**config.mk**
```make
export PLATFORM = sky130hd
export DESIGN_NAME = alu_muldiv_seq_flat
export DESIGN_NICKNAME = d
export VERILOG_FILES = /design/src/rtl/alu_muldiv_seq_if.sv /design/src/rtl/alu_muldiv_seq.sv /design/src/flat_wrapper.sv
export SDC_FILE = /design/constraint.sdc
export NUM_CORES = 1
export LEC_CHECK = 0
export ABC_AREA = 0
export CORE_ASPECT_RATIO = 0.75
export CORE_MARGIN = 4
export CORE_UTILIZATION = 30
export CTS_CLUSTER_SIZE = 10
export DETAILED_ROUTE_END_ITERATION = 8
export GPL_TIMING_DRIVEN = 1
export PLACE_DENSITY_LB_ADDON = 0.08
export SLEW_MARGIN = 0
export SYNTH_ARGS = -nofsm -noshare
export SYNTH_HDL_FRONTEND = slang
export SYNTH_SLANG_ARGS = --single-unit
```
**constraint.sdc**
```tcl
create_clock -name clk -period 2.1 [get_ports clk]
set_clock_uncertainty 0.1 [all_clocks]
set_input_delay 0.21 -clock clk [delete_from_list [all_inputs] [get_ports clk]]
set_output_delay 0.21 -clock clk [all_outputs]
set_load 0.005 [all_outputs]
```
**src/rtl/alu_muldiv_seq_if.sv**
```systemverilog
// Control/ALU bundle for the multiply/divide sequencer.
// The slave side is the sequencer; the master side is control unit plus ALU.
interface alu_muldiv_seq_if #(
    parameter int WIDTH = 16
);
    logic             start;
    logic             op_div;
    logic [WIDTH-1:0] opa;
    logic [WIDTH-1:0] opb;
    logic             busy;
    logic             done;
    logic             div_err;
    logic [WIDTH-1:0] res_hi;
    logic [WIDTH-1:0] res_lo;
    logic [WIDTH-1:0] alu_A;
    logic [WIDTH-1:0] alu_B;
    logic             alu_cin;
    logic [4:0]       alu_op;
    logic [WIDTH-1:0] alu_y;
    logic             alu_c;

    modport master (
        output start, op_div, opa, opb, alu_y, alu_c,
        input  busy, done, div_err, res_hi, res_lo,
        input  alu_A, alu_B, alu_cin, alu_op
    );

    modport slave (
        input  start, op_div, opa, opb, alu_y, alu_c,
        output busy, done, div_err, res_hi, res_lo,
        output alu_A, alu_B, alu_cin, alu_op
    );
endinterface

```
**src/rtl/alu_muldiv_seq.sv**
```systemverilog
// Shift-add multiply / restoring divide sequencer that borrows the
// shared 16-bit ALU for one ADD or SUB per clock.
module alu_muldiv_seq #(
    parameter int         WIDTH          = 16,
    parameter logic [4:0] OP_ADD         = 5'b00000,
    parameter logic [4:0] OP_SUB         = 5'b00010,
    parameter bit         SUB_C_NOBORROW = 1'b1
) (
    input logic              clk,
    input logic              rst,
    alu_muldiv_seq_if.slave  bus
);
    localparam int CW = $clog2(WIDTH);
    localparam logic [CW-1:0] CNT_LAST = CW'(WIDTH - 1);

    typedef enum logic [1:0] {
        S_IDLE,
        S_MUL,
        S_DIV,
        S_DONE
    } state_e;

    state_e           state_q, state_d;
    logic [CW-1:0]    cnt_q, cnt_d;
    logic [WIDTH-1:0] a_q, a_d;
    logic [WIDTH-1:0] b_q, b_d;
    logic [WIDTH-1:0] m_q, m_d;
    logic [WIDTH-1:0] res_hi_q, res_hi_d;
    logic [WIDTH-1:0] res_lo_q, res_lo_d;
    logic             err_q, err_d;

    logic [WIDTH-1:0] sh;
    logic             nb;
    logic             ge;
    logic             last;

    always_ff @(posedge clk) begin
        if (rst) begin
            state_q  <= S_IDLE;
            cnt_q    <= '0;
            a_q      <= '0;
            b_q      <= '0;
            m_q      <= '0;
            res_hi_q <= '0;
            res_lo_q <= '0;
            err_q    <= 1'b0;
        end else begin
            state_q  <= state_d;
            cnt_q    <= cnt_d;
            a_q      <= a_d;
            b_q      <= b_d;
            m_q      <= m_d;
            res_hi_q <= res_hi_d;
            res_lo_q <= res_lo_d;
            err_q    <= err_d;
        end
    end

    assign last = (cnt_q == CNT_LAST);

    always_comb begin
        state_d = state_q;
        case (state_q)
            S_IDLE: begin
                if (bus.start) begin
                    if (!bus.op_div)
                        state_d = S_MUL;
                    else if (bus.opb == '0)
                        state_d = S_DONE;
                    else
                        state_d = S_DIV;
                end
            end
            S_MUL, S_DIV: begin
                if (last)
                    state_d = S_DONE;
            end
            S_DONE:  state_d = S_IDLE;
            default: state_d = S_IDLE;
        endcase
    end

    // a holds acc/rem, b holds mlr/quo, m holds mcand/dvs
    assign sh = {a_q[WIDTH-2:0], b_q[WIDTH-1]};
    assign nb = SUB_C_NOBORROW ? bus.alu_c : ~bus.alu_c;
    assign ge = a_q[WIDTH-1] | nb;

    always_comb begin
        cnt_d    = cnt_q;
        a_d      = a_q;
        b_d      = b_q;
        m_d      = m_q;
        res_hi_d = res_hi_q;
        res_lo_d = res_lo_q;
        err_d    = err_q;
        case (state_q)
            S_IDLE: begin
                if (bus.start) begin
                    cnt_d = '0;
                    a_d   = '0;
                    b_d   = bus.op_div ? bus.opa : bus.opb;
                    m_d   = bus.op_div ? bus.opb : bus.opa;
                    if (bus.op_div && bus.opb == '0) begin
                        res_hi_d = bus.opa;
                        res_lo_d = '1;
                        err_d    = 1'b1;
                    end
                end
            end
            S_MUL, S_DIV: begin
                if (state_q == S_MUL) begin
                    a_d = {bus.alu_c, bus.alu_y[WIDTH-1:1]};
                    b_d = {bus.alu_y[0], b_q[WIDTH-1:1]};
                end else begin
                    a_d = ge ? bus.alu_y : sh;
                    b_d = {b_q[WIDTH-2:0], ge};
                end
                cnt_d = last ? cnt_q : cnt_q + 1'b1;
                if (last) begin
                    res_hi_d = a_d;
                    res_lo_d = b_d;
                    err_d    = 1'b0;
                end
            end
            default: ;
        endcase
    end

    always_comb begin
        bus.busy   = 1'b0;
        bus.done   = 1'b0;
        bus.alu_A  = '0;
        bus.alu_B  = '0;
        bus.alu_op = OP_ADD;
        case (state_q)
            S_MUL: begin
                bus.busy  = 1'b1;
                bus.alu_A = a_q;
                bus.alu_B = b_q[0] ? m_q : '0;
            end
            S_DIV: begin
                bus.busy   = 1'b1;
                bus.alu_op = OP_SUB;
                bus.alu_A  = sh;
                bus.alu_B  = m_q;
            end
            S_DONE:  bus.done = 1'b1;
            default: ;
        endcase
    end

    assign bus.alu_cin = 1'b0;
    assign bus.res_hi  = res_hi_q;
    assign bus.res_lo  = res_lo_q;
    assign bus.div_err = err_q;

endmodule

```
**src/flat_wrapper.sv**
```systemverilog
// flat-port wrapper written by rule: the top's interface ports become plain ports
module alu_muldiv_seq_flat 
#(
    parameter int         WIDTH          = 16,
    parameter logic [4:0] OP_ADD         = 5'b00000,
    parameter logic [4:0] OP_SUB         = 5'b00010,
    parameter bit         SUB_C_NOBORROW = 1'b1
)
  (clk, rst, bus_start, bus_op_div, bus_opa, bus_opb, bus_alu_y, bus_alu_c, bus_busy, bus_done, bus_div_err, bus_res_hi, bus_res_lo, bus_alu_A, bus_alu_B, bus_alu_cin, bus_alu_op);
  alu_muldiv_seq_if #(.WIDTH(WIDTH)) bus_i ();
  input logic clk;
  input logic rst;
  input wire logic [$bits(bus_i.start)-1:0] bus_start;
  input wire logic [$bits(bus_i.op_div)-1:0] bus_op_div;
  input wire logic [$bits(bus_i.opa)-1:0] bus_opa;
  input wire logic [$bits(bus_i.opb)-1:0] bus_opb;
  input wire logic [$bits(bus_i.alu_y)-1:0] bus_alu_y;
  input wire logic [$bits(bus_i.alu_c)-1:0] bus_alu_c;
  output wire logic [$bits(bus_i.busy)-1:0] bus_busy;
  output wire logic [$bits(bus_i.done)-1:0] bus_done;
  output wire logic [$bits(bus_i.div_err)-1:0] bus_div_err;
  output wire logic [$bits(bus_i.res_hi)-1:0] bus_res_hi;
  output wire logic [$bits(bus_i.res_lo)-1:0] bus_res_lo;
  output wire logic [$bits(bus_i.alu_A)-1:0] bus_alu_A;
  output wire logic [$bits(bus_i.alu_B)-1:0] bus_alu_B;
  output wire logic [$bits(bus_i.alu_cin)-1:0] bus_alu_cin;
  output wire logic [$bits(bus_i.alu_op)-1:0] bus_alu_op;
  assign bus_i.start = bus_start;
  assign bus_i.op_div = bus_op_div;
  assign bus_i.opa = bus_opa;
  assign bus_i.opb = bus_opb;
  assign bus_i.alu_y = bus_alu_y;
  assign bus_i.alu_c = bus_alu_c;
  assign bus_busy = bus_i.busy;
  assign bus_done = bus_i.done;
  assign bus_div_err = bus_i.div_err;
  assign bus_res_hi = bus_i.res_hi;
  assign bus_res_lo = bus_i.res_lo;
  assign bus_alu_A = bus_i.alu_A;
  assign bus_alu_B = bus_i.alu_B;
  assign bus_alu_cin = bus_i.alu_cin;
  assign bus_alu_op = bus_i.alu_op;
  alu_muldiv_seq #(.WIDTH(WIDTH), .OP_ADD(OP_ADD), .OP_SUB(OP_SUB), .SUB_C_NOBORROW(SUB_C_NOBORROW)) u_core (.clk(clk), .rst(rst), .bus(bus_i));
endmodule
```
# After elaboration in Yosys (flattened, before gate mapping)
# Cells that the tools add are included.
# totals
register_bits	87
elab_cells	63
inputBits	53
output_inout_bits	73
# op_classes
mux	35
n_eq_ne	8
n_reduce_logical	10
n_addsub	1
bitwise	1
# op_table
op	count
$mux 16	14
$pmux 16 s2	6
$logic_not 16->1	1
$mux 2	4
$mux 4	2
$pmux 4 s2	1
$mux 1	6
$pmux 2 s3	1
$reduce_and 2->1	3
$add 4x1->4 const B	1
$eq 2x2->1 const B	2
$eq 4x4->1 const B	1
$ne 2x1->1 const B	2
$ne 2x2->1 const B	2
$reduce_and 4->1	1
$reduce_and 3->1	1
$eq 2x1->1 const B	1
$logic_not 2->1	1
$pmux 1 s2	1
$reduce_bool 2->1	1
$reduce_or 2->1	1
$logic_and 1x1->1	1
$or 1x1->1	1

# Logic depth before layout (Yosys ltp)
# Gate-level depths: netlist of the first run.
# logic_depth
word_depth	5
depth_mapped	8
ltp_nobuf	6

# Worst setup path after synthesis of the first run
# No wires, ideal clock.
# synth_timing
path_kind	register -> register
start	register u_core.state_q[0]
end	register u_core.res_lo_q[10], in the netlist u_core.bus.res_lo[10]
required_ps	1877
t_arrival_ps	1860
path_slack_ps	17
path_stages_with_launch	9
setup_time_ps	123
n_path_buf	2
period_less_slack_ps	2083
path_cell_list	dfxtp_1 inv_1 ha_1 nand2b_1 nor2_2 a21o_1 buf_6 buf_6 mux2_1
# synth_via
elab_chain_len	4
word_cells_on_any_way	12
classes_between	5 x eq/ne; 3 x mux; 4 x reduce/logical
# synth_lines
element	line	source
from (decl)	alu_muldiv_seq.sv:23	state_e state_q, state_d;
from (signal assigned)	alu_muldiv_seq.sv:48	state_q <= state_d;
$eq 2x2->1 or $eq 2x1->1 (tied branches)	alu_muldiv_seq.sv:96, alu_muldiv_seq.sv:111	
$reduce_or 2->1 (no line) or $mux 16 (tied branches)	-	
$ne 2x1->1 (no line), or another cell as far along	-	
$reduce_and 4->1 (no line) or $pmux 16 s2 (tied branches)	-	
to (signal assigned)	alu_muldiv_seq.sv:54	res_lo_q <= res_lo_d;
to (decl)	alu_muldiv_seq.sv:29	logic [WIDTH-1:0] res_lo_q, res_lo_d;
# Parallel ways exist; a longest one is shown, timed or not. The select of a mux whose other input is x is not followed.
# A chain may end at the register's enable or synchronous reset.

# Final worst setup path of the first run
# layout_timing
start	register u_core.state_q[1]
end	register u_core.res_hi_q[15], in the netlist u_core.bus.res_hi[15]
# layout_via
elab_chain_len	4
word_cells_on_any_way	12
classes_between	5 x eq/ne; 3 x mux; 4 x reduce/logical
# layout_lines
element	line	source
$eq 2x2->1 or $eq 2x1->1 (tied branches)	alu_muldiv_seq.sv:96, alu_muldiv_seq.sv:111	
$reduce_or 2->1 (no line) or $mux 16 (tied branches)	-	
$ne 2x1->1 (no line), or another cell as far along	-	
$reduce_and 4->1 (no line) or $pmux 16 s2 (tied branches)	-	
to (signal assigned)	alu_muldiv_seq.sv:53	res_hi_q <= res_hi_d;
to (decl)	alu_muldiv_seq.sv:28	logic [WIDTH-1:0] res_hi_q, res_hi_d;
# Parallel ways exist; a longest one is shown, timed or not. The select of a mux whose other input is x is not followed.

==> results of run 1 <==
[area by class of cell]
cell class	count	area [sq um]	area share
multi-input combinational	492	3379	0.4299
timing repair buffer	205	2115	0.2690
sequential	87	1744	0.2219
tap	215	269.0	0.03422
clock buffer	9	225.2	0.02865
clock inverter	7	102.6	0.01305
inverter	5	26.28	0.003342
[cells in the mapped netlist, types with 2 or more instances]
master / number
nor2_1: 53
buf_2: 24
a311oi_1: 2
nand2b_1: 19
buf_4: 6
nor2b_1: 33
nand2_1: 68
clkbuf_1: 34
ha_1: 6
and2_1: 18
a211oi_1: 51
a31oi_1: 17
o21bai_1: 2
a21oi_1: 66
o21ai_1: 2
dfxtp_1: 87
mux2i_1: 48
a21o_1: 3
buf_1: 2
nor3_1: 2
a22oi_1: 16
nand4_1: 16
inv_1: 4
nor4_1: 19
mux2_1: 15
buf_6: 2
nand3_1: 18
or2_1: 2
[layout by cell type (no fill, tap or decap), drive strengths merged]
cell type / n
a21o: 3
clkdlybuf4s50: 85
mux2: 15
or2: 2
clkdlybuf4s15: 4
nand4: 16
o211ai: 1
nor4: 19
conb: 5
and3: 1
a211o: 1
a22oi: 16
o21bai: 2
o21a: 1
dfxtp: 87
clkinv: 2
nand3: 19
a21boi: 1
bufinv: 2
a21oi: 67
dlygate4sd2: 17
a211oi: 51
nor3: 2
a221o: 1
nand2b: 19
a31oi: 17
clkinvlp: 1
nand2: 68
o21ai: 3
inv: 7
and4: 1
nor2b: 33
and2: 18
bufbuf: 4
mux2i: 48
nor2: 54
a311oi: 2
clkbuf: 15
buf: 89
ha: 6
[stage by stage]
step / setup TNS, ns / utilization
after floorplan: 0 / -
after CTS: -0.2794 / 0.4477
after global placement: -3.462 / 0.4105
after detailed placement: -4.204 / 0.4105
final: 0 / 0.4672
after global routing: -0.1803 / 0.4672
[repair_timing]
item | 4_1_cts | 5_1_grt
gates resized for setup | 71 | 91
setup endpoints to repair | 48 | 48
gates cloned | 5 | 0
pin swaps | 5 | 10
setup buffers | 12 | 8
[metal layers]
metal	up-vias	wire, microns	global-route usage
met4	0	247	0.04282
met1	2549	9832	0.2907
met3	16	1131	0.03973
met5	-	0	0
li1	2639	-	-
met2	178	8397	0.2874
[sequential cells by signal, indices dropped and copies added (netlist names)]
register,count
u_core.m_q,16
u_core.bus.res_hi,16
u_core.cnt_q,4
u_core.state_q,2
u_core.a_q,16
u_core.bus.div_err,1
u_core.bus.res_lo,16
u_core.b_q,16
[critical path, delay by kind of cell (launching register included)]
family / cells / cell delay [ns]
buf+inv: 5 / 0.56
flops: 1 / 0.36
compound gates: 2 / 0.35
mux: 1 / 0.32
fa+ha+maj: 1 / 0.25
[power groups by stage]
| stage | sequential, mW | combinational [mW] | clock (mW) |
|---|---|---|---|
| 2_1_floorplan | 2.12 | 2.51 | 0 |
| 3_3_place_gp | 2.19 | 4.28 | 0 |
| 3_5_place_dp | 2.20 | 4.32 | 0 |
| 4_1_cts | 2.18 | 4.95 | 1.83 |
| 5_1_grt | 2.25 | 5.63 | 1.89 |
| 6_report | 2.20 | 5.23 | 1.79 |
[worst paths after layout]
path                            cells past startpoint         startpoint                     to  slack [ns]
worst max-delay path                                9  u_core.state_q[1]  u_core.bus.res_hi[15]        0.03
worst min-delay path                                3                rst          u_core.b_q[4]        0.28
worst max register to register                      9  u_core.state_q[1]  u_core.bus.res_hi[15]        0.03
worst min register to register                      2      u_core.b_q[7]          u_core.b_q[7]        0.38
[logic make-up (layout without fill, tap and decap cells)]
| group | after synthesis | in the layout | synth area share |
|---|---|---|---|
| and+or+nand+nor | 252 | 252 | 0.2439 |
| AOI/OAI and AO/OA | 166 | 166 | 0.2059 |
| DFF | 87 | 87 | 0.3384 |
| buffers and inverters | 74 | 226 | 0.07026 |
| muxes | 63 | 63 | 0.1262 |
| adders and majority gates | 6 | 6 | 0.01459 |
| other | 1 | 5 | 0.0007287 |
==> impl_metrics.py, run 1 <==
metrics = {
    "power_and_ir_drop": {
        "pwr-share-comb": 0.567,
        "p_sw_mw": 3.849,
        "pwr-share-clk": 0.194,
        "p_seq_frac": 0.239,
        "swShare": 0.4172,
        "internal_power_mw": 5.377,
        "p_per_area_mw_per_mm2": 1174,
        "power.leakage_nw": 3.049,
        "total_power_mw": 9.226,
        "ir_worst_vdd_mv": 0.5588,
    },
    "sta": {
        "finalCriticalPeriod_ns": 2.069,
        "fin_crit_sh": 0.9853,
        "setup_viol_count_final": 0,
        "grt_setup_unrepaired": "yes",
        "hold-worst-slack_ns": 0.2752,
        "fmax_mhz": 483.3,
        "slew_violations": 0,
        "setup_slack_ns": 0.03095,
        "final_hold_viol_count": 0,
    },
    "synthesis": {
        "synth_edf_count": 0,
        "syn_inst": 649,
        "synth.distinct_cells": 42,
        "synth.area.top_cells": "dfxtp_1 34%, mux2i_1 9.3%, a211oi_1 7.4%, a21oi_1 6.4%, nand2_1 5.0%",
        "syn_area_sq_mm": 0.005146,
        "synth_top_cell_area_share": 0.3384,
        "async_reset_ff_frac": 0,
        "synth_top_area_cell": "dfxtp_1",
        "ys_warn_count": 0,
        "synth_seq_cells": 87,
        "synthFlopType": "dfxtp_1",
        "syn_avg_cell_area_sq_um": 7.929,
        "yosysSeqAreaShare": 0.3384,
    },
    "finish": {
        "final_area_sq_mm": 0.007861,
        "syn_to_final_growth_pct": 52.76,
        "diodes": 0,
        "num-fill-cells": 1630,
        "instances_no_fill": 1020,
        "drive_gt1_frac": 0.2286,
        "final_nets": 859,
    },
    "job": {
        "drv_cap": 0,
    },
    "die": {
        "initial_core_util": 0.3058,
        "io_pins": 126,
        "core_sq_mm": 0.01683,
        "die_width_microns": 159.2,
        "dieArea_sq_mm": 0.01934,
        "rows": 41,
        "die_y_microns": 121.4,
    },
    "clock_tree": {
        "cts_hold_buf": 0,
        "numCtsBuffers": 9,
        "cts_buffer_depth": 2,
        "cts_tree": "built",
        "clk_latency_ns": 0.35,
        "clk_pin_slew_ns": 0.07,
        "htreeDepth": 3,
        "cts_sinks": 87,
        "cts-root-buf": "clkbuf_16",
    },
    "hold_path": {
        "min-delay-path-class": "primary input to flop",
    },
    "worst_setup_path": {
        "cp_max_fo": 8,
        "slowest_stage": "dfxtp_2",
        "start_kind": "flop",
        "cp_data_arrival_time_ns": 2.21,
        "cp_cell_sequence": "inv_4 -> ha_4 -> buf_6 -> buf_12 -> a21oi_4 -> a21o_1 -> buf_12 -> buf_12 -> mux2_1",
        "worst_ep_required_time_ns": 2.24,
        "path_common_cell": "buf_12",
        "cp_slowest_stage_delay_ns": 0.36,
        "cp-end-kind": "flop",
        "critPathKind": "flop to flop",
    },
    "route": {
        "first_pass_iters": 5,
        "via_per_inst": 5.276,
        "post-route-drc-count": 0,
        "ant_nets": 0,
        "wl_per_cell_microns": 19.22,
        "routed_wl_microns": 19610,
        "num_vias": 5382,
        "drt_iter0_drc": 431,
    },
    "grt": {
        "grt_pass1_vias": 5028,
        "grtUsageTotal": 0.1945,
        "grt_overflow": 0,
        "antenna_found_initial": 0,
        "grt_pass1_wl_microns": 29570,
        "grt_max_degree": 80,
    },
    "place": {
        "place_area_sq_mm": 0.006908,
        "place_ws_ns": -0.1997,
        "port_buffers": 120,
        "place_congestion": 0.8230,
        "dpl.cell_count": 980,
        "post-dp-hpwl_microns": 13870,
    },
    "status": {
        "status": "completed",
    },
}
Note: power is estimated with default switching activity, not from simulation.
==> run 2: changes to the inputs <==
- clock period: 2.1 -> 2.3 ns (I/O delays scaled with it)
==> run 2 against run 1 <==
Against the previous run: register-to-register slack gained 0.08 ns; die area is the same; combinational power shrank 23%; non-clock buffer count shrank 38; routed wire length shrank 6.3%; highest routed layer unchanged; cell area shrank 8.1%; largest cell class unchanged.
==> impl_metrics.py, run 2 (synthesis gave the netlist of run 1 again) <==
metrics = {
    "route": {
        "routed_wl_microns": 18380,
        "first_pass_iters": 5,
        "wl_per_cell_microns": 18.71,
        "via_per_inst": 5.188,
        "ant_nets": 0,
        "num_vias": 5095,
        "post-route-drc-count": 0,
        "drt_iter0_drc": 446,
    },
    "finish": {
        "num-fill-cells": 1712,
        "final_nets": 821,
        "multiInputGateArea_sq_mm": 0.003137,
        "regArea_sq_mm": 0.001747,
        "drive_gt1_frac": 0.1069,
        "diodes": 0,
        "utilization": 0.4294,
        "syn_to_final_growth_pct": 40.38,
        "final_area_sq_mm": 0.007224,
        "final_common_cell": "clkdlybuf4s50_1",
        "final_cell_mix": "87 x clkdlybuf4s50_1, 85 x dfxtp_1, 68 x nand2_1",
    },
    "die": {
        "dieArea_sq_mm": 0.01934,
        "core_sq_mm": 0.01683,
        "rows": 41,
        "die_width_microns": 159.2,
        "io_pins": 126,
        "initial_core_util": 0.3058,
        "die_y_microns": 121.4,
    },
    "sta": {
        "final_hold_viol_count": 0,
        "tns_ns": 0,
        "finalCriticalPeriod_ns": 2.252,
        "relSlewSlack": 0.5904,
        "fin_crit_sh": 0.9790,
        "fmax_mhz": 444.1,
        "grt_setup_unrepaired": "no",
        "setup_viol_count_final": 0,
        "tightest_slew_ns": 0.6144,
        "slew_violations": 0,
    },
    "place": {
        "place_area_sq_mm": 0.006658,
        "port_buffers": 120,
        "place_congestion": 0.8553,
        "post-dp-hpwl_microns": 13150,
    },
    "worst_setup_path": {
        "cp_max_fo": 18,
        "worst_ep_required_time_ns": 1.97,
        "regToRegSetupSlack_ns": 0.11,
        "start_kind": "flop",
        "rr_worst_depth": 8,
        "cp_data_arrival_time_ns": 1.92,
        "cp-end-kind": "primary output",
        "critPathKind": "flop to primary output",
    },
    "clock_tree": {
        "cts_buffer_depth": 2,
        "clk_latency_ns": 0.35,
        "cts_hold_buf": 0,
        "numCtsBuffers": 9,
        "cts_sinks": 87,
        "htreeDepth": 3,
        "cts-root-buf": "clkbuf_16",
        "clk_pin_slew_ns": 0.07,
        "cts_tree": "built",
    },
    "power_and_ir_drop": {
        "swShare": 0.4378,
        "pwr-share-clk": 0.194,
        "power.leakage_nw": 2.967,
        "internal_power_mw": 4.196,
        "p_sw_mw": 3.267,
        "p_seq_frac": 0.267,
        "ir_worst_vdd_mv": 0.4880,
        "total_power_mw": 7.463,
        "p_per_area_mw_per_mm2": 1033,
        "pwr-share-comb": 0.540,
    },
    "job": {
        "drv_cap": 0,
    },
    "grt": {
        "grt_max_degree": 102,
        "grt_pass1_vias": 4899,
        "grt_pass1_wl_microns": 28720,
        "grtUsageTotal": 0.1891,
        "antenna_found_initial": 0,
        "grt_overflow": 0,
    },
    "hold_path": {
        "min_path_cells": 3,
        "min-delay-path-class": "primary input to flop",
    },
    "status": {
        "status": "completed",
    },
}
==> run 2: cell types whose count changed in the layout (fill, tap and decap cells not counted), moves of 5 or more <==
cell            change
a211oi_1           +19
a211oi_2           -19
and2_1              +8
and2_4              -8
buf_12              -7
buf_4              -24
buf_6              -13
clkbuf_2            -6
dlymetal6s2s_1     +12
mux2_1             +12
mux2_4             -12
nor4_1              +5
nor4_2              -5
==> run 2: final timing paths <==
path	endpoint	startpoint
max	bus_alu_A[4]	u_core.state_q[0]
min	u_core.a_q[15]	rst
max reg2reg	u_core.bus.res_hi[10]	u_core.state_q[0]
min reg2reg	u_core.b_q[6]	u_core.b_q[6]
==> run 2: worst max-delay path, stage by stage, from the launching register on <==
cell and delay, ns:
dfxtp_2 0.33, inv_2 0.07, ha_4 0.30, inv_4 0.07, buf_12 0.16, nor2_1 0.11
clkdlybuf4s50_1 0.51
==> run 2: layout make-up <==
cell class              count  share of cell area
multi-input cells         492              0.4342
repair buffers            167              0.2435
flip-flops and latches     87              0.2418
well taps                 215             0.03724
clock buffers              10             0.03308
clock inverters             6            0.006928
inverters                   5            0.003291
==> run 2: timing repair <==
item	in CTS	in global routing
pin swaps	1	2
buffers inserted	5	1
endpoints found under the hold margin	0	0
setup endpoints to repair	34	20
gates resized for setup	40	17
cloned	4	1
==> run 2: through the flow <==
stage          cells  hold slack [ns]  worst slack, ns
2_1_floorplan    653           0.3238           0.2171
6_report         982           0.2915          0.04835
3_3_place_gp     955           0.3510         -0.03397
5_1_grt          982           0.3350        0.0004710
4_1_cts          980           0.3015        0.0009899
3_5_place_dp     955           0.3546         -0.05186
==> run 2: power by group through the flow <==
stage	clock network [mW]	logic [mW]	registers, mW
after CTS	1.50	3.95	1.98
after global routing	1.55	4.42	2.03
after detailed placement	0	3.55	2.01
after floorplan	0	2.29	1.94
final	1.44	4.03	1.99
after global placement	0	3.53	2.00
==> run 2: per-layer routing <==
layer  track usage  up-vias  wire (microns)
met3       0.03871       20            1208
met2        0.2681      163            7424
met1        0.2832     2354            9309
li1              -     2558               -
met5             0        -               0
met4       0.06233        0             434
==> run 3: changes to the inputs <==
- RECOVER_POWER: not set -> 100
==> run 3 against run 2 <==
Against the previous run: clock-buffer cell count unchanged; cell area down 0.76%; maximum frequency up 0.15%; global-route usage unchanged; combinational power down 1%; first-iteration DRC count down 3.6%; sequential share of layout area up 0.19 points; worst setup slack better by 0.0034 ns; total power down 0.75%; register-to-register slack about the same; final cell count unchanged; sequential cell count unchanged.
==> impl_metrics.py, run 3 (synthesis gave the netlist of run 1 again) <==
metrics = {
    "worst_setup_path": {
        "r2r-end": "u_core.bus.res_hi[10]",
        "worst_ep_required_time_ns": 1.97,
        "rr_worst_depth": 8,
        "r2r-start": "u_core.state_q[0]",
        "endpoint": "bus_alu_A[4]",
        "critPathKind": "flop to primary output",
        "cp_data_arrival_time_ns": 1.92,
        "cp-startpoint": "u_core.state_q[0]",
        "cp_max_fo": 18,
        "cp-end-kind": "primary output",
        "regToRegSetupSlack_ns": 0.12,
        "start_kind": "flop",
    },
    "clock_tree": {
        "numCtsBuffers": 9,
        "cts_hold_buf": 0,
        "clk_latency_ns": 0.35,
        "cts_sinks": 87,
        "cts-root-buf": "clkbuf_16",
        "cts_buffer_depth": 2,
        "htreeDepth": 3,
        "cts_tree": "built",
        "clk_pin_slew_ns": 0.07,
    },
    "sta": {
        "tightest_slew_ns": 0.6692,
        "finalCriticalPeriod_ns": 2.248,
        "relSlewSlack": 0.5538,
        "fin_crit_sh": 0.9775,
        "slew_violations": 0,
        "setup_viol_count_final": 0,
        "fmax_mhz": 444.8,
        "setup_slack_ns": 0.05172,
        "final_hold_viol_count": 0,
    },
    "finish": {
        "final_nets": 821,
        "final_common_cell": "dfxtp_1",
        "final_cell_mix": "85 x dfxtp_1, 68 x nand2_1, 65 x a21oi_1",
        "num-fill-cells": 1722,
        "syn_to_final_growth_pct": 39.31,
        "utilization": 0.4261,
        "drive_gt1_frac": 0.1004,
        "instances_no_fill": 982,
        "diodes": 0,
    },
    "die": {
        "io_pins": 126,
        "core_sq_mm": 0.01683,
        "die_width_microns": 159.2,
        "die_y_microns": 121.4,
        "rows": 41,
        "initial_core_util": 0.3058,
        "dieArea_sq_mm": 0.01934,
    },
    "grt": {
        "grt_overflow": 0,
        "grt_pass1_wl_microns": 28720,
        "antenna_found_initial": 0,
        "grt_max_degree": 102,
        "grt_pass1_vias": 4899,
        "grtUsageTotal": 0.1891,
    },
    "power_and_ir_drop": {
        "power.leakage_nw": 2.917,
        "p_per_area_mw_per_mm2": 1033,
        "ir_worst_vdd_mv": 0.4844,
    },
    "route": {
        "num_vias": 5143,
        "via_per_inst": 5.237,
        "wl_per_cell_microns": 18.71,
        "ant_nets": 0,
        "drt_iter0_drc": 430,
        "first_pass_iters": 5,
        "routed_wl_microns": 18370,
        "post-route-drc-count": 0,
    },
    "place": {
        "place_congestion": 0.8553,
        "post-dp-hpwl_microns": 13150,
        "port_buffers": 120,
        "place_ws_ns": -0.05186,
        "dpl.cell_count": 955,
    },
    "job": {
        "drv_cap": 0,
    },
    "hold_path": {
        "min-delay-path-class": "primary input to flop",
        "hp-start": "rst",
    },
    "status": {
        "status": "completed",
    },
}
==> run 3: changes by cell type in the layout (fill, tap and decap cells not counted), sizes merged <==
cell,change
clkbuf,+7
dlymetal6s2s,-8
buf,-7
clkdlybuf4s50,-35
clkdlybuf4s25,+8
dlygate4sd3,+35
==> run 3: worst min-delay path by stage <==
stage                                 endpoint  slack (ns)  cells after the start
after floorplan                u_core.cnt_q[1]        0.32                      2
after global placement    u_core.bus.res_lo[0]        0.35                      2
after detailed placement  u_core.bus.res_lo[0]        0.35                      2
after CTS                        u_core.m_q[2]        0.30                      3
after global routing            u_core.a_q[15]        0.34                      3
final                           u_core.a_q[15]        0.31                      3
==> run 3: layer usage <==
layer  GRT usage  routed length, microns  vias up
li1            -                       -     2555
met1      0.2832                    9424     2395
met2      0.2681                    7395      173
met3     0.03871                    1117       20
met4     0.06233                     433        0
met5           0                       0        -
==> run 3: critical path, cell delays in order, from the launching register on <==
cell	delay [ns]
dfxtp_2	0.33
inv_2	0.07
ha_4	0.30
inv_4	0.07
buf_12	0.16
nor2_1	0.11
clkdlybuf4s50_1	0.51
==> run 3: area by class of cell <==
class                           count  area [sq um]  area share
Inverter                            5         23.77    0.003316
Multi-Input combinational cell    492          3124      0.4358
Timing Repair Buffer              167          1717      0.2394
Tap cell                          215         269.0     0.03752
Clock buffer                       10         239.0     0.03333
Clock inverter                      6         50.05    0.006981
Sequential cell                    87          1747      0.2436
==> run 3: through the flow <==
step / total power, mW / setup TNS (ns) / cell area [sq um] / hold slack, ns
floorplan: 4.229 / 0 / 5161 / 0.3238
global placement: 5.532 / -0.4698 / 6658 / 0.3510
detailed placement: 5.560 / -0.6341 / 6658 / 0.3546
CTS: 7.436 / 0 / 7146 / 0.3015
global route: 7.939 / -0.001699 / 7169 / 0.3350
finish: 7.407 / 0 / 7169 / 0.3082
==> run 3: power breakdown <==
part	leakage (nW)	internal [mW]	switching (mW)	total [mW]
sequential	0.709	1.78	0.215	1.99
combinational	2.07	1.60	2.38	3.97
clock	0.136	0.776	0.667	1.44
total	2.92	4.15	3.26	7.41
==> run 3: what timing repair did <==
action | 4_1_cts | 5_1_grt
endpoints found under the hold margin | 0 | 0
pin swaps | 1 | 2
cloned | 4 | 1
setup buffers | 5 | 1
resized for setup | 40 | 17
endpoints found under the setup margin | 34 | 20
==> edit 1: new RTL, config.mk and constraints of run 1 <==
`SUB_C_NOBORROW` is set to 1'b1 in 2 places; all go to 1'b0.
--- a/src/rtl/alu_muldiv_seq.sv
+++ b/src/rtl/alu_muldiv_seq.sv
@@ -4,7 +4,7 @@
     parameter int         WIDTH          = 16,
     parameter logic [4:0] OP_ADD         = 5'b00000,
     parameter logic [4:0] OP_SUB         = 5'b00010,
-    parameter bit         SUB_C_NOBORROW = 1'b1
+    parameter bit         SUB_C_NOBORROW = 1'b0
 ) (
     input logic              clk,
     input logic              rst,
--- a/src/flat_wrapper.sv
+++ b/src/flat_wrapper.sv
@@ -4,7 +4,7 @@
     parameter int         WIDTH          = 16,
     parameter logic [4:0] OP_ADD         = 5'b00000,
     parameter logic [4:0] OP_SUB         = 5'b00010,
-    parameter bit         SUB_C_NOBORROW = 1'b1
+    parameter bit         SUB_C_NOBORROW = 1'b0
 )
   (clk, rst, bus_start, bus_op_div, bus_opa, bus_opb, bus_alu_y, bus_alu_c, bus_busy, bus_done, bus_div_err, bus_res_hi, bus_res_lo, bus_alu_A, bus_alu_B, bus_alu_cin, bus_alu_op);
   alu_muldiv_seq_if #(.WIDTH(WIDTH)) bus_i ();
Function: changed (a bounded check fails within 4 cycles, from zero or initial values and one cycle with rst high).
==> edit 1 against run 1 <==
- the flow now finishes with violations (negative setup slack)
- sequential share of layout area is 0.31 points lower
- power is 1.0% lower
- count of clock-buffer cells in the layout is 1 higher
- worst setup slack worse by 0.069 ns
- critical path depth is 2 lower
- synthesized area is 2.9% higher
- sequential power is 3% higher
- routed wire length is 2.7% lower
- design area is 1.6% higher
- combinational power hardly changed
- sequential cell count stayed put
- final cell count is 0.39% lower
- critical path type is now reg2out
- largest cell class unchanged
- highest routed layer unchanged
==> edit 1: results (changes against run 1) <==
Final layout
  • Register area: 1750 um^2 (+0.14%)
  • Fraction of area in multi-input gates: 42.9% (-0.071 points)
  • Sequential cell count: 87 (unchanged)
  • Buffer share of cell area: 26.8% (-0.10 points)
  • Multi-input logic area: 3430 um^2 (+1.4%)
  • Final nets: 834 (-2.9%)
  • Comb_multi_in: 448 (-8.9%)
  • # clk buffers: 10 (+1)
  • Fillers: 1657 (+1.7%)
  • Layout cells sized above 1: 27.4% (+4.6 points)

Outcome
  • Failing checks: negative setup slack
  • Status: finished with violations

Routing
  • Routed met1 length: 9810 um (-0.18%)
  • Routed WL: 19100 um (-2.7%)
  • Total number of vias: 5164 (-4.1%)
  • Drt first pass iters: 4 (-1)
  • Routed length on met3: 951 um (-16%)
  • Avg Vias per Cell: 5.08 (-3.7%)
  • DR iter-0 viols: 287 (-33%)
  • WL met2: 8050 um (-4.2%)

Setup path
  • Worst Setup EP: bus_alu_A[7]
  • CP arrival: 1.83 ns (-0.38 ns)
  • CP startpoint: u_core.state_q[0]
  • Critical path peak fanout: 14 (+6)

Placement
  • Placed cell count: 979 (-0.10%)
  • Routability cong.: 0.825 (+0.19%)
  • Setup Slack @ Placement: -0.178 ns (+0.0217 ns)
  • DP Area: 7110 um^2 (+3.0%)

STA
  • Setup TNS: -0.0512 ns (-0.0512 ns)
  • # setup viols final: 2 (+2)
  • Setup slack after layout: -0.0376 ns (-0.0686 ns)

Pwr
  • Int Power: 5.51 mW (+2.6%)
  • Cell leakage power: 3.08 nW (+1.2%)
  • Comb pwr: 5.21 mW (about the same)
  • IR drop worst, VDD: 0.618 mV (+11%)
  • P_clk: 1.66 mW (-7%)
  • Clock Power Share: 18.2% (-1.2 points)

Global routing
  • M3 GR Usage: 4.07% (+0.092 points)
  • Largest net degree at the start of global routing: 36 (-55%)
  • Vias in the first global route: 4874 (-3.1%)
  • First-pass GRT wire length: 28800 um (-2.5%)
  • Met2 GRT Util: 27.0% (-1.7 points)

Synth
  • Seq/Total Area, Yosys: 32.9% (-0.94 points)
  • Largest cells by area after synthesis: dfxtp_1 33%, mux2i_1 8.9%, a211oi_1 7.7%
  • Share of the synthesized area in the top cell type: 32.9% (-0.94 points)

Min path
  • End of the worst hold path: u_core.bus.res_lo[14]
edit 1: cell types whose count changed in the layout (fill, tap and decap cells not counted), moves of 11 or more:
cell / before / now
inv_1: 2 / 16
mux2_4: 12 / 0
a211oi_1: 32 / 52
o211ai_1: 1 / 15
nand2_1: 68 / 51
a31oi_1: 16 / 2
nor4b_1: 0 / 11
nor2_1: 51 / 35
nand4_1: 16 / 1
a211oi_2: 19 / 2
mux2_2: 0 / 17
nand2b_1: 18 / 5
a21oi_1: 65 / 50
edit 1: cell families (layout without fill, tap and decap cells):
family,Yosys count,in the layout,share of synthesized area [%]
AOI/OAI and AO/OA,166,166,22.9
muxes,77,77,15.3
other,1,5,0.0708
buffers and inverters,86,245,7.82
and+or+nand+nor,194,194,19.6
DFF,87,87,32.9
adders and majority gates,6,6,1.42
==> edit 2: new RTL, settings of run 1 <==
Without the edit above. Make the reset (`rst`) asynchronous in one clocked block.
--- a/src/rtl/alu_muldiv_seq.sv
+++ b/src/rtl/alu_muldiv_seq.sv
@@ -34,7 +34,7 @@
     logic             ge;
     logic             last;
 
-    always_ff @(posedge clk) begin
+    always_ff @(posedge clk or posedge rst) begin
         if (rst) begin
             state_q  <= S_IDLE;
             cnt_q    <= '0;
Formal check against the unedited RTL: differs if rst is asserted again (counterexample within 4 cycles, from zero or initial values and one cycle with rst high); with rst held inactive, the same outputs for 10 cycles.
==> edit 2 against run 1 <==
- the flow now finishes with violations (negative setup slack)
- critical path type unchanged
- sequential cell count unchanged
- design area up 1.5%
- worst setup slack worse by 0.18 ns
- synthesized area up 1.5%
- power up 43%
- combinational power up 62%
- critical path depth unchanged
- first-iteration DRC count down 28%
- non-clock buffer count up 6
- largest power group unchanged
- hold slack worse by 0.14 ns
- routed wire length down 9.2%
==> edit 2: results (changes against run 1) <==
Pwr
  • Sw Ratio: 38.0% (-3.7 points)
  • IR drop worst, VDD: 0.828 mV (+48%)
  • Power per cell area: 1650 nW/um^2 (+41%)
  • Cell leakage power: 3.36 nW (+10%)
  • Comb pwr: 8.48 mW (+62%)

Routing
  • Avg Vias per Cell: 4.98 (-5.6%)
  • Drt first pass iters: 7 (+2)
  • Routed WL: 17800 um (-9.2%)
  • Total number of vias: 4723 (-12%)

Final layout
  • Layout cells sized above 1: 30.0% (+7.2 points)
  • Fillers: 1587 (-2.6%)
  • Final nets: 788 (-8.3%)

Synth
  • Largest cells by area after synthesis: dfrtp_1 42%, mux2i_1 6.1%, o21ai_0 5.7%
  • Seq/Total Area, Yosys: 41.7% (+7.9 points)
  • Post-synthesis mux area share: 12.7% (+0.058 points)
  • Compound-cell area share of the yosys netlist: 21.4% (+0.78 points)
  • Syn Inst Count: 558 (-14%)
  • Synth top cells by count: 87 x dfrtp_1, 59 x o21ai_0, 41 x nand2_1
  • Netlist cell types: 39 (-7.1%)
  • Synth async-reset ratio: 100% (+100 points)

Setup path
  • Delay-heaviest family, CP: buffers and inverters
  • CP peak stage delay: 0.45 ns (+0.09 ns)
  • Critical path peak fanout: 6 (-2)
  • CP startpoint: u_core.state_q[0]
  • CP arrival: 2.37 ns (+0.16 ns)
  • Worst Setup EP: u_core.bus.res_hi[11]
  • Worst path slowest cell: dfrtp_2

Global routing
  • M3 GR Usage: 3.59% (-0.38 points)
  • Vias in the first global route: 4869 (-3.2%)
  • Largest net degree at the start of global routing: 65 (-19%)
  • Met2 GRT Util: 28.0% (-0.75 points)
  • Gr usage total: 18.4% (-1.0 points)
  • First-pass GRT wire length: 28400 um (-3.9%)
  • M1 GR Usage: 27.8% (-1.3 points)

Min path
  • Worst Hold Class: in2async

STA
  • Setup slack after layout: -0.152 ns (-0.183 ns)
  • WHS: 0.133 ns (-0.143 ns)
  • Setup TNS: -2.25 ns (-2.25 ns)
  • # setup viols final: 32 (+32)
  • Peak Freq: 444 MHz (-8.1%)

Placement
  • # port buffers: 120 (unchanged)
  • Final HPWL DP: 12700 um (-8.7%)
  • Setup Slack @ Placement: -0.549 ns (-0.349 ns)
  • Placed cell count: 907 (-7.4%)
  • Routability cong.: 0.801 (-2.7%)
  • DP Area: 7120 um^2 (+3.1%)

Clock tree
  • Clk root buf: clkbuf_16

Outcome
  • Status: finished with violations
  • Failing checks: negative setup slack
-- edit 2: cell count changes after synthesis, moves of 19 or more --
cell             run 1  this run
nand2_1             68        41
nor4_1              19         0
dfxtp_1             87         0
buf_2               24         5
dfrtp_1              0        87
o21ai_0              1        59
a211oi_1            51         0
a21oi_1             66        37
-- edit 2: final cells by class --
class | count | area [um^2] | share of cell area, %
Clock buffer | 10 | 239 | 3.00
Clock inverter | 6 | 91.3 | 1.15
Inverter | 19 | 77.6 | 0.973
Multi-Input combinational cell | 400 | 2970 | 37.3
Sequential cell | 87 | 2180 | 27.3
Tap cell | 215 | 269 | 3.37
Timing Repair Buffer | 211 | 2150 | 26.9
-- edit 2: metal layers --
layer	part of all wire (%)	vias to the layer above
met5	0	-
met4	0.49	0
met3	3.9	6
met2	44	101
met1	51	2293
li1	-	2323
-- edit 2: what timing repair did --
action | in CTS | in global routing
setup endpoints to repair | 67 | 63
setup buffers | 18 | 5
gates cloned | 5 | 0
pin swaps | 20 | 12
resized for setup | 128 | 82
